File: src/rtl/integration_pkg.sv
// Shared types for the AHB arbiter slice: transfer encodings, arbiter FSM states
// and the upper bound on the number of masters.
package integration_pkg;

    localparam int MAX_MASTERS = 16;

    typedef enum logic [1:0] {
        IDLE   = 2'd0,
        BUSY   = 2'd1,
        NONSEQ = 2'd2,
        SEQ    = 2'd3
    } htrans_t;

    typedef enum logic [1:0] {
        DEFAULT = 2'd0,
        GRANTED = 2'd1,
        LOCKED  = 2'd2
    } arb_state_t;

endpackage

File: src/rtl/ahb_prio_encoder.sv
// Masked fixed-priority pick: the lowest-index request not excluded by mask wins.
module ahb_prio_encoder #(
    parameter int N     = 4,
    parameter int IDX_W = 2
) (
    input  logic [N-1:0]     req,
    input  logic [N-1:0]     mask,
    output logic [N-1:0]     onehot,
    output logic [IDX_W-1:0] idx,
    output logic             vld
);

    always_comb begin
        onehot = '0;
        idx    = '0;
        vld    = 1'b0;
        // Scan downwards so the lowest eligible index is the last one written.
        for (int i = N - 1; i >= 0; i--) begin
            if (req[i] && !mask[i]) begin
                onehot    = '0;
                onehot[i] = 1'b1;
                idx       = IDX_W'(i);
                vld       = 1'b1;
            end
        end
    end

endmodule

File: src/rtl/ahb_bus_arbiter.sv
// Fixed-priority AHB arbiter with default master, locked-transfer hold and a
// hold limit that lets a waiting requester through after MAX_HOLD cycles.
module ahb_bus_arbiter
    import integration_pkg::*;
#(
    parameter int NUM_MASTERS    = 4,
    parameter int DEFAULT_MASTER = NUM_MASTERS - 1,
    parameter int MAX_HOLD       = 16
) (
    input  logic                   hclk,
    input  logic                   hreset,
    input  logic [NUM_MASTERS-1:0] hbusreq,
    input  logic [NUM_MASTERS-1:0] hlock,
    input  logic                   hready,
    input  logic [1:0]             htrans,
    output logic [NUM_MASTERS-1:0] hgrant,
    output logic [3:0]             hmaster,
    output logic                   hmastlock
);

    localparam int IDX_W = (NUM_MASTERS <= 2) ? 1 : $clog2(NUM_MASTERS);
    localparam int CNT_W = (MAX_HOLD < 1) ? 1 : $clog2(MAX_HOLD + 1);
    localparam logic [CNT_W-1:0]       HOLD_LIM = CNT_W'(MAX_HOLD);
    localparam logic [NUM_MASTERS-1:0] DEF_OH   = NUM_MASTERS'(1) << DEFAULT_MASTER;

    arb_state_t             state;
    logic [NUM_MASTERS-1:0] grant_q;
    logic [CNT_W-1:0]       hold_cnt;
    logic [IDX_W-1:0]       owner;

    logic [NUM_MASTERS-1:0] win_oh, other_oh, nxt_oh;
    logic [IDX_W-1:0]       win_idx, other_idx_unused;
    logic                   win_vld, other_vld, preempt;
    arb_state_t             nxt_st;

    ahb_prio_encoder #(.N(NUM_MASTERS), .IDX_W(IDX_W)) u_pick_all (
        .req    (hbusreq),
        .mask   ({NUM_MASTERS{1'b0}}),
        .onehot (win_oh),
        .idx    (win_idx),
        .vld    (win_vld)
    );

    ahb_prio_encoder #(.N(NUM_MASTERS), .IDX_W(IDX_W)) u_pick_other (
        .req    (hbusreq),
        .mask   (grant_q),
        .onehot (other_oh),
        .idx    (other_idx_unused),
        .vld    (other_vld)
    );

    always_comb begin
        owner = '0;
        for (int i = 0; i < NUM_MASTERS; i++) begin
            if (grant_q[i]) owner = IDX_W'(i);
        end
    end

    // Re-arbitration result; whether it is applied depends on FSM state and hready.
    always_comb begin
        preempt = (MAX_HOLD != 0) && (hold_cnt == HOLD_LIM) && other_vld;
        nxt_oh  = DEF_OH;
        nxt_st  = DEFAULT;
        if (preempt) begin
            nxt_oh = other_oh;
            nxt_st = GRANTED;
        end else if (win_vld) begin
            nxt_oh = win_oh;
            nxt_st = GRANTED;
        end
    end

    always_ff @(posedge hclk) begin
        if (!hreset) begin
            grant_q   <= DEF_OH;
            hmaster   <= 4'(DEFAULT_MASTER);
            hmastlock <= 1'b0;
            state     <= DEFAULT;
            hold_cnt  <= '0;
        end else if (hready) begin
            hmaster   <= 4'(owner);
            hmastlock <= hlock[owner];
            if (state == GRANTED && hlock[owner]) begin
                state    <= LOCKED;
                hold_cnt <= '0;
            end else if (state != LOCKED || (!hlock[owner] && htrans_t'(htrans) != BUSY)) begin
                grant_q <= nxt_oh;
                state   <= nxt_st;
                if (nxt_oh != grant_q) begin
                    hold_cnt <= '0;
                end else if (other_vld && win_idx == owner && hold_cnt != HOLD_LIM) begin
                    hold_cnt <= hold_cnt + 1'b1;
                end
            end
        end
    end

    assign hgrant = grant_q;

endmodule

File: config.mk
export PLATFORM = sky130hd
export DESIGN_NAME = ahb_bus_arbiter
export DESIGN_NICKNAME = d
export VERILOG_FILES = /design/src/rtl/integration_pkg.sv /design/src/rtl/ahb_prio_encoder.sv /design/src/rtl/ahb_bus_arbiter.sv
export SDC_FILE = /design/constraint.sdc
export NUM_CORES = 1
export LEC_CHECK = 0
export BUFFER_PORTS_ARGS = -buffer_cell sky130_fd_sc_hd__buf_4
export CELL_PAD_IN_SITES_DETAIL_PLACEMENT = 0
export CELL_PAD_IN_SITES_GLOBAL_PLACEMENT = 1
export CORE_AREA = 2 2 56 53
export CTS_CLUSTER_SIZE = 30
export DETAILED_ROUTE_END_ITERATION = 10
export DIE_AREA = 0 0 58 55
export PLACE_DENSITY_LB_ADDON = 0.1
export SLEW_MARGIN = 20
export SYNTH_ARGS = -nofsm -noshare
export SYNTH_HDL_FRONTEND = slang
export SYNTH_SLANG_ARGS = --single-unit
File: constraint.sdc
create_clock -name hclk -period 5.4 [get_ports hclk]
set_clock_uncertainty 0.1 [all_clocks]
set_input_delay 0.54 -clock hclk [delete_from_list [all_inputs] [get_ports hclk]]
set_output_delay 0.54 -clock hclk [all_outputs]
set_load 0.02 [all_outputs]
# Yosys cells after proc, flatten, opt, wreduce, memory -nomap -nowiden
# Index checks and enable logic that the tools add are counted.
dict set report op_classes {
  n_mux 35
  n_reduce_logical 20
  eq_ne 7
  bitwise 1
  n_addsub 1
  order_cmp 1
}
# cell n
set ops {}
lappend ops {{$mux W4} 10}
lappend ops {{$mux W5} 4}
lappend ops {{$mux W2} 8}
lappend ops {{$mux W1} 12}
lappend ops {{$logic_and A1 B1 Y1} 9}
lappend ops {{$reduce_and A3 Y1} 2}
lappend ops {{$add A5 B1 Y5 const B} 1}
lappend ops {{$eq A5 B5 Y1 const B} 1}
lappend ops {{$logic_not A1 Y1} 5}
lappend ops {{$ne A5 B5 Y1 const B} 1}
lappend ops {{$ne A4 B4 Y1} 1}
lappend ops {{$lt A2 B3 Y1 const B} 1}
lappend ops {{$reduce_bool A3 Y1} 1}
lappend ops {{$bmux W1 S2} 1}
lappend ops {{$eq A2 B1 Y1 const B} 1}
lappend ops {{$eq A2 B2 Y1} 1}
lappend ops {{$ne A2 B1 Y1 const B} 1}
lappend ops {{$ne A2 B2 Y1 const B} 1}
lappend ops {{$reduce_and A2 Y1} 1}
lappend ops {{$reduce_bool A2 Y1} 1}
lappend ops {{$logic_or A1 B1 Y1} 1}
lappend ops {{$not A1 Y1} 1}
dict set report word_totals {
  regBits 14
}

# Longest topological paths before layout
dict set report depth {
  depth_word 12
  depth_mapped 9
  mapped_depth_nobuf 8
}

# By module
# Synthesis repeated with hierarchy kept, for this count alone.
dict set report unflattened {
  cells_unflattened 150
  hier_area_um2 1217.4
}
# module area_each_um2 cells_each instances
set by_module_without_submodules {}
lappend by_module_without_submodules {ahb_bus_arbiter 1027.2 122 1}
lappend by_module_without_submodules {ahb_prio_encoder 95.1 14 2}

# Least setup slack after synthesis
# Ideal clock, no wire load.
dict set report synth_timing {
  path_kind {register to register}
  startpoint {reg grant_q[2], in the netlist hgrant[2]}
  endpoint {reg hold_cnt[1]}
  setup_slack_ns 3.349
  synth_period_minus_slack_ns 2.051
  n_path_buf 0
  path_stages_with_launch 7
  arrival_ns 1.834
  cell_sequence {dfxtp_1 -> nor2_2 -> a211o_1 -> or3b_1 -> nand4_2 -> nor2_1 -> a32o_2}
}
dict set report synth_via {
  elab_chain_cells 11
  elab_cells_between_ends 28
  classes_between {2 x eq/ne; 14 x mux; 12 x reduce/logical}
}
# item line
set synth_lines {}
lappend synth_lines {{start: declaration} ahb_bus_arbiter.sv:27} ;# logic [NUM_MASTERS-1:0] grant_q;
lappend synth_lines {{start signal: assignment} ahb_bus_arbiter.sv:87} ;# grant_q <= nxt_oh;
lappend synth_lines {{$logic_not A1 Y1} ahb_prio_encoder.sv:19} ;# if (req[i] && !mask[i]) begin
lappend synth_lines {{$logic_and A1 B1 Y1} ahb_prio_encoder.sv:19}
lappend synth_lines {{$mux W1 (3 in a row)} ahb_prio_encoder.sv:19}
lappend synth_lines {{$logic_and A1 B1 Y1} ahb_bus_arbiter.sv:61} ;# preempt = (MAX_HOLD != 0) && (hold_cnt == HOLD_LIM) && other_vld;
lappend synth_lines {{$mux W4} ahb_bus_arbiter.sv:64} ;# if (preempt) begin
lappend synth_lines {{$ne A4 B4 Y1} ahb_bus_arbiter.sv:89} ;# if (nxt_oh != grant_q) begin
lappend synth_lines {{$mux W5} ahb_bus_arbiter.sv:89}
lappend synth_lines {{$mux W5} ahb_bus_arbiter.sv:86} ;# end else if (state != LOCKED || (!hlock[owner] && htrans_t'(htrans) != BUSY)) begin
lappend synth_lines {{$mux W5} ahb_bus_arbiter.sv:83} ;# if (state == GRANTED && hlock[owner]) begin
lappend synth_lines {{end signal: assignment} ahb_bus_arbiter.sv:92} ;# hold_cnt <= hold_cnt + 1'b1;
lappend synth_lines {{end: declaration} ahb_bus_arbiter.sv:28} ;# logic [CNT_W-1:0] hold_cnt;
# Parallel ways exist; a longest one is shown, timed or not. The select of a mux whose other input is x is not followed.
# A chain may end at the register's enable or synchronous reset.

# Worst setup path after layout
dict set report layout_timing {
  startpoint {reg hold_cnt[0]}
  endpoint {reg hold_cnt[3]}
}
dict set report layout_via {
  elab_chain_cells 7
  elab_cells_between_ends 13
  classes_between {1 x add/sub; 3 x eq/ne; 5 x mux; 4 x reduce/logical}
}
# item line
set layout_lines {}
lappend layout_lines {{$eq A5 B5 Y1} ahb_bus_arbiter.sv:61}
lappend layout_lines {{$logic_and A1 B1 Y1} ahb_bus_arbiter.sv:61}
lappend layout_lines {{$mux W4} ahb_bus_arbiter.sv:64}
lappend layout_lines {{$ne A4 B4 Y1} ahb_bus_arbiter.sv:89}
lappend layout_lines {{$mux W5} ahb_bus_arbiter.sv:89}
lappend layout_lines {{$mux W5} ahb_bus_arbiter.sv:86}
lappend layout_lines {{$mux W5} ahb_bus_arbiter.sv:83}
# Parallel ways exist; a longest one is shown, timed or not. The select of a mux whose other input is x is not followed.

==> flow_metrics.env <==
export IMPL_critical_path_required_ns=5.53
export IMPL_cap_violations=0
export IMPL_synth_simple_area_share_pct=30.6
export IMPL_grt_overflow=0
export IMPL_place_congestion=0.898
export IMPL_place_detailed_hpwl_um=1850
export IMPL_nets=160
export IMPL_crit_path_end_kind="register"
export IMPL_drtPass1Iterations=4
export IMPL_worstMarginPinSlew_ns=0.524
export IMPL_syn_to_final_growth_pct=13.2
export IMPL_grt_start_max_net_pins=15
export IMPL_use_met3_pct=3.72
export IMPL_hold_path_class="reg2reg"
export IMPL_synth_most_common_cell="dfxtp_1"
export IMPL_crit_fanout=8
export IMPL_htreeDepth=1
export IMPL_grt_busiest_layer="met2"
export IMPL_synth_compound_area_share_pct=25.1
export IMPL_yosysWarnings=0
export IMPL_grt_use_met1_pct=20.9
export IMPL_synth_fa_ha_area_share_pct=2.40
export IMPL_slew_headroom_pct=64.8
export IMPL_cts_hold_buf=0
export IMPL_cts_setup_buffers=0
export IMPL_fin_util_pct=45.2
export IMPL_cp_start_kind="register"
export IMPL_slew_viol_final=0
export IMPL_status="finished, final reports clean"
export IMPL_p_leak_nw=0.469
export IMPL_rows=18
export IMPL_report_final_setup_viol=0
export IMPL_start_util_pct=39.9
export IMPL_antenna_left=0
export IMPL_drive_above_1_share_pct=20.3
export IMPL_synthArstFlopShare_pct=0
export IMPL_cts_buffers=3
export IMPL_synthMuxAreaShare_pct=3.36
export IMPL_cts_tree="done"
export IMPL_grt_usage_pct=17.4
export IMPL_cts_sinks=14
export IMPL_ios=22
export IMPL_avgRoutedWirePerCell_um=14.0
export IMPL_antenna_found_initial=0
export IMPL_drt_iter0_markers=18
export IMPL_crit_family="simple AND/OR/NAND/NOR gates"
export IMPL_clock_latency_ns=0.28
export IMPL_num_vias=991
export IMPL_ys_ff_latch=14
export IMPL_post_cts_resized=0
export IMPL_fin_crit_ns=2.20
export IMPL_critPathKind="reg2reg"
export IMPL_syn_inst=130
export IMPL_synth_edf_count=0
export IMPL_grt_pass1_vias=877
export IMPL_avgSynthCellArea_sq_um=8.02
export IMPL_synth_area_top_cells="dfxtp_1 (27%), nand2b_1 (4.8%), o21ai_0 (4.8%)"
export IMPL_grt_pass1_wl_um=4060
export IMPL_ys_top_cells_by_count="dfxtp_1 (14), nand2_1 (13), o21ai_0 (10), nand2b_1 (8)"
export IMPL_p_per_area_nw_per_um2=204
export IMPL_synth_main_ff_cell="dfxtp_1"
export IMPL_io_buffers=19
export IMPL_design_die_area_sq_um=3190
export IMPL_ctsRootBufferMaster="clkbuf_4"
export IMPL_grt_met2_usage_pct=29.7
export IMPL_crit_slowest_cell="dfxtp_1"
export IMPL_fp_dieW_um=58
export IMPL_worstPathArrival_ns=2.33
export IMPL_die_h_um=55
export IMPL_syn_area_sq_um=1040
export IMPL_slowest_delay_ns=0.40
export IMPL_fp_coreArea_sq_um=2610
export IMPL_ys_seq_area_share_pct=26.9
export IMPL_synth_cell_types=50
export IMPL_irDropWorstVdd_mv=0.114
export IMPL_crit_chain="inv_1 -> ha_1 -> nand4bb_1 -> o21ai_0 -> a41oi_1 -> nand4_2 -> nor4b_1 -> mux2_2"
export IMPL_final_hold_violation_count=0
export IMPL_routed_wl_um=2430
export IMPL_cts_buffer_depth=2
export IMPL_route_detailed_drc=0
export IMPL_fin_hold_ws_ns=0.387
export IMPL_critPathBufInv=1
export IMPL_viasPerCell=5.73
export IMPL_fmax_ghz=0.454
export IMPL_rsz0062_at_grt="false"
export IMPL_synth_top_family_by_area="simple AND/OR/NAND/NOR gates"
export IMPL_yosysTopAreaCell="dfxtp_1"
export IMPL_tns_ns=0
export IMPL_synth_top_area_share_pct=26.9
export IMPL_clkTransAtPathRegs_ns=0.08
export IMPL_fin_crit_sh_pct=40.8
export IMPL_n_antenna_cell=0
export IMPL_synthXorXnorAreaFrac_pct=2.52
layout by cell type, fill, tap and decap left out, types with 5 or more instances in the layout:
master	netlist	routed
buf_4	2	19
dfxtp_1	14	14
inv_1	6	6
nand2_1	13	13
nand2b_1	8	8
nor2_1	6	6
nor3_1	5	5
nor4_1	5	5
o21ai_0	10	10
worst paths after layout:
| check | startpoint | to | slack [ns] | cells after the start |
|---|---|---|---|---|
| worst min register to register | hmastlock$_SDFFE_PN0P_ | hmastlock$_SDFFE_PN0P_ | 0.39 | 1 |
| worst max register to register | hold_cnt[0]$_SDFFE_PN0P_ | hold_cnt[3]$_SDFFE_PN0P_ | 3.20 | 8 |
| worst max-delay path | hold_cnt[0]$_SDFFE_PN0P_ | hold_cnt[3]$_SDFFE_PN0P_ | 3.20 | 8 |
| worst min-delay path | hmastlock$_SDFFE_PN0P_ | hmastlock$_SDFFE_PN0P_ | 0.39 | 1 |
sequential cells by signal, summed over array words and instances, names as in the netlist:
| name | cells |
|---|---|
| state | 2 |
| hmaster | 2 |
| hold_cnt | 5 |
| hgrant | 4 |
| hmastlock | 1 |
layout make-up:
type / count / area, sq um
Fill cell: 284 / 1430
Multi-Input combinational cell: 101 / 674
Sequential cell: 14 / 280
Timing Repair Buffer: 19 / 143
Tap cell: 30 / 37.5
Clock buffer: 3 / 22.5
Inverter: 6 / 22.5
logic make-up after synthesis:
| logic type | after synthesis |
|---|---|
| AOI/OAI and AO/OA | 35 |
| xor gates and xnor gates | 3 |
| adders and majority gates | 2 |
| buffers and inverters | 16 |
| DFF | 14 |
| muxes | 3 |
| other | 1 |
| and+or+nand+nor | 56 |
metrics by stage:
step           instances  setup slack, ns  power [mW]  instance area [sq um]
5_1_grt              173             2.86       0.257                   1180
3_3_place_gp         170             3.19       0.184                   1160
2_1_floorplan        131             3.35       0.165                   1050
3_5_place_dp         170             3.18       0.184                   1160
6_report             173             3.20       0.240                   1180
4_1_cts              173             3.19       0.245                   1180
report_power, final:
| part | total (mW) | internal [mW] | switching [mW] |
|---|---|---|---|
| Combinational | 0.0663 | 0.0282 | 0.0381 |
| Sequential | 0.115 | 0.108 | 0.00682 |
| Clock | 0.0592 | 0.0259 | 0.0333 |
metal layers:
metal	vias up	routed length, um
li1	505	-
met1	457	1150
met2	22	1130
met3	7	94
met4	0	60
met5	-	0
(Power assumes the default switching activity.)
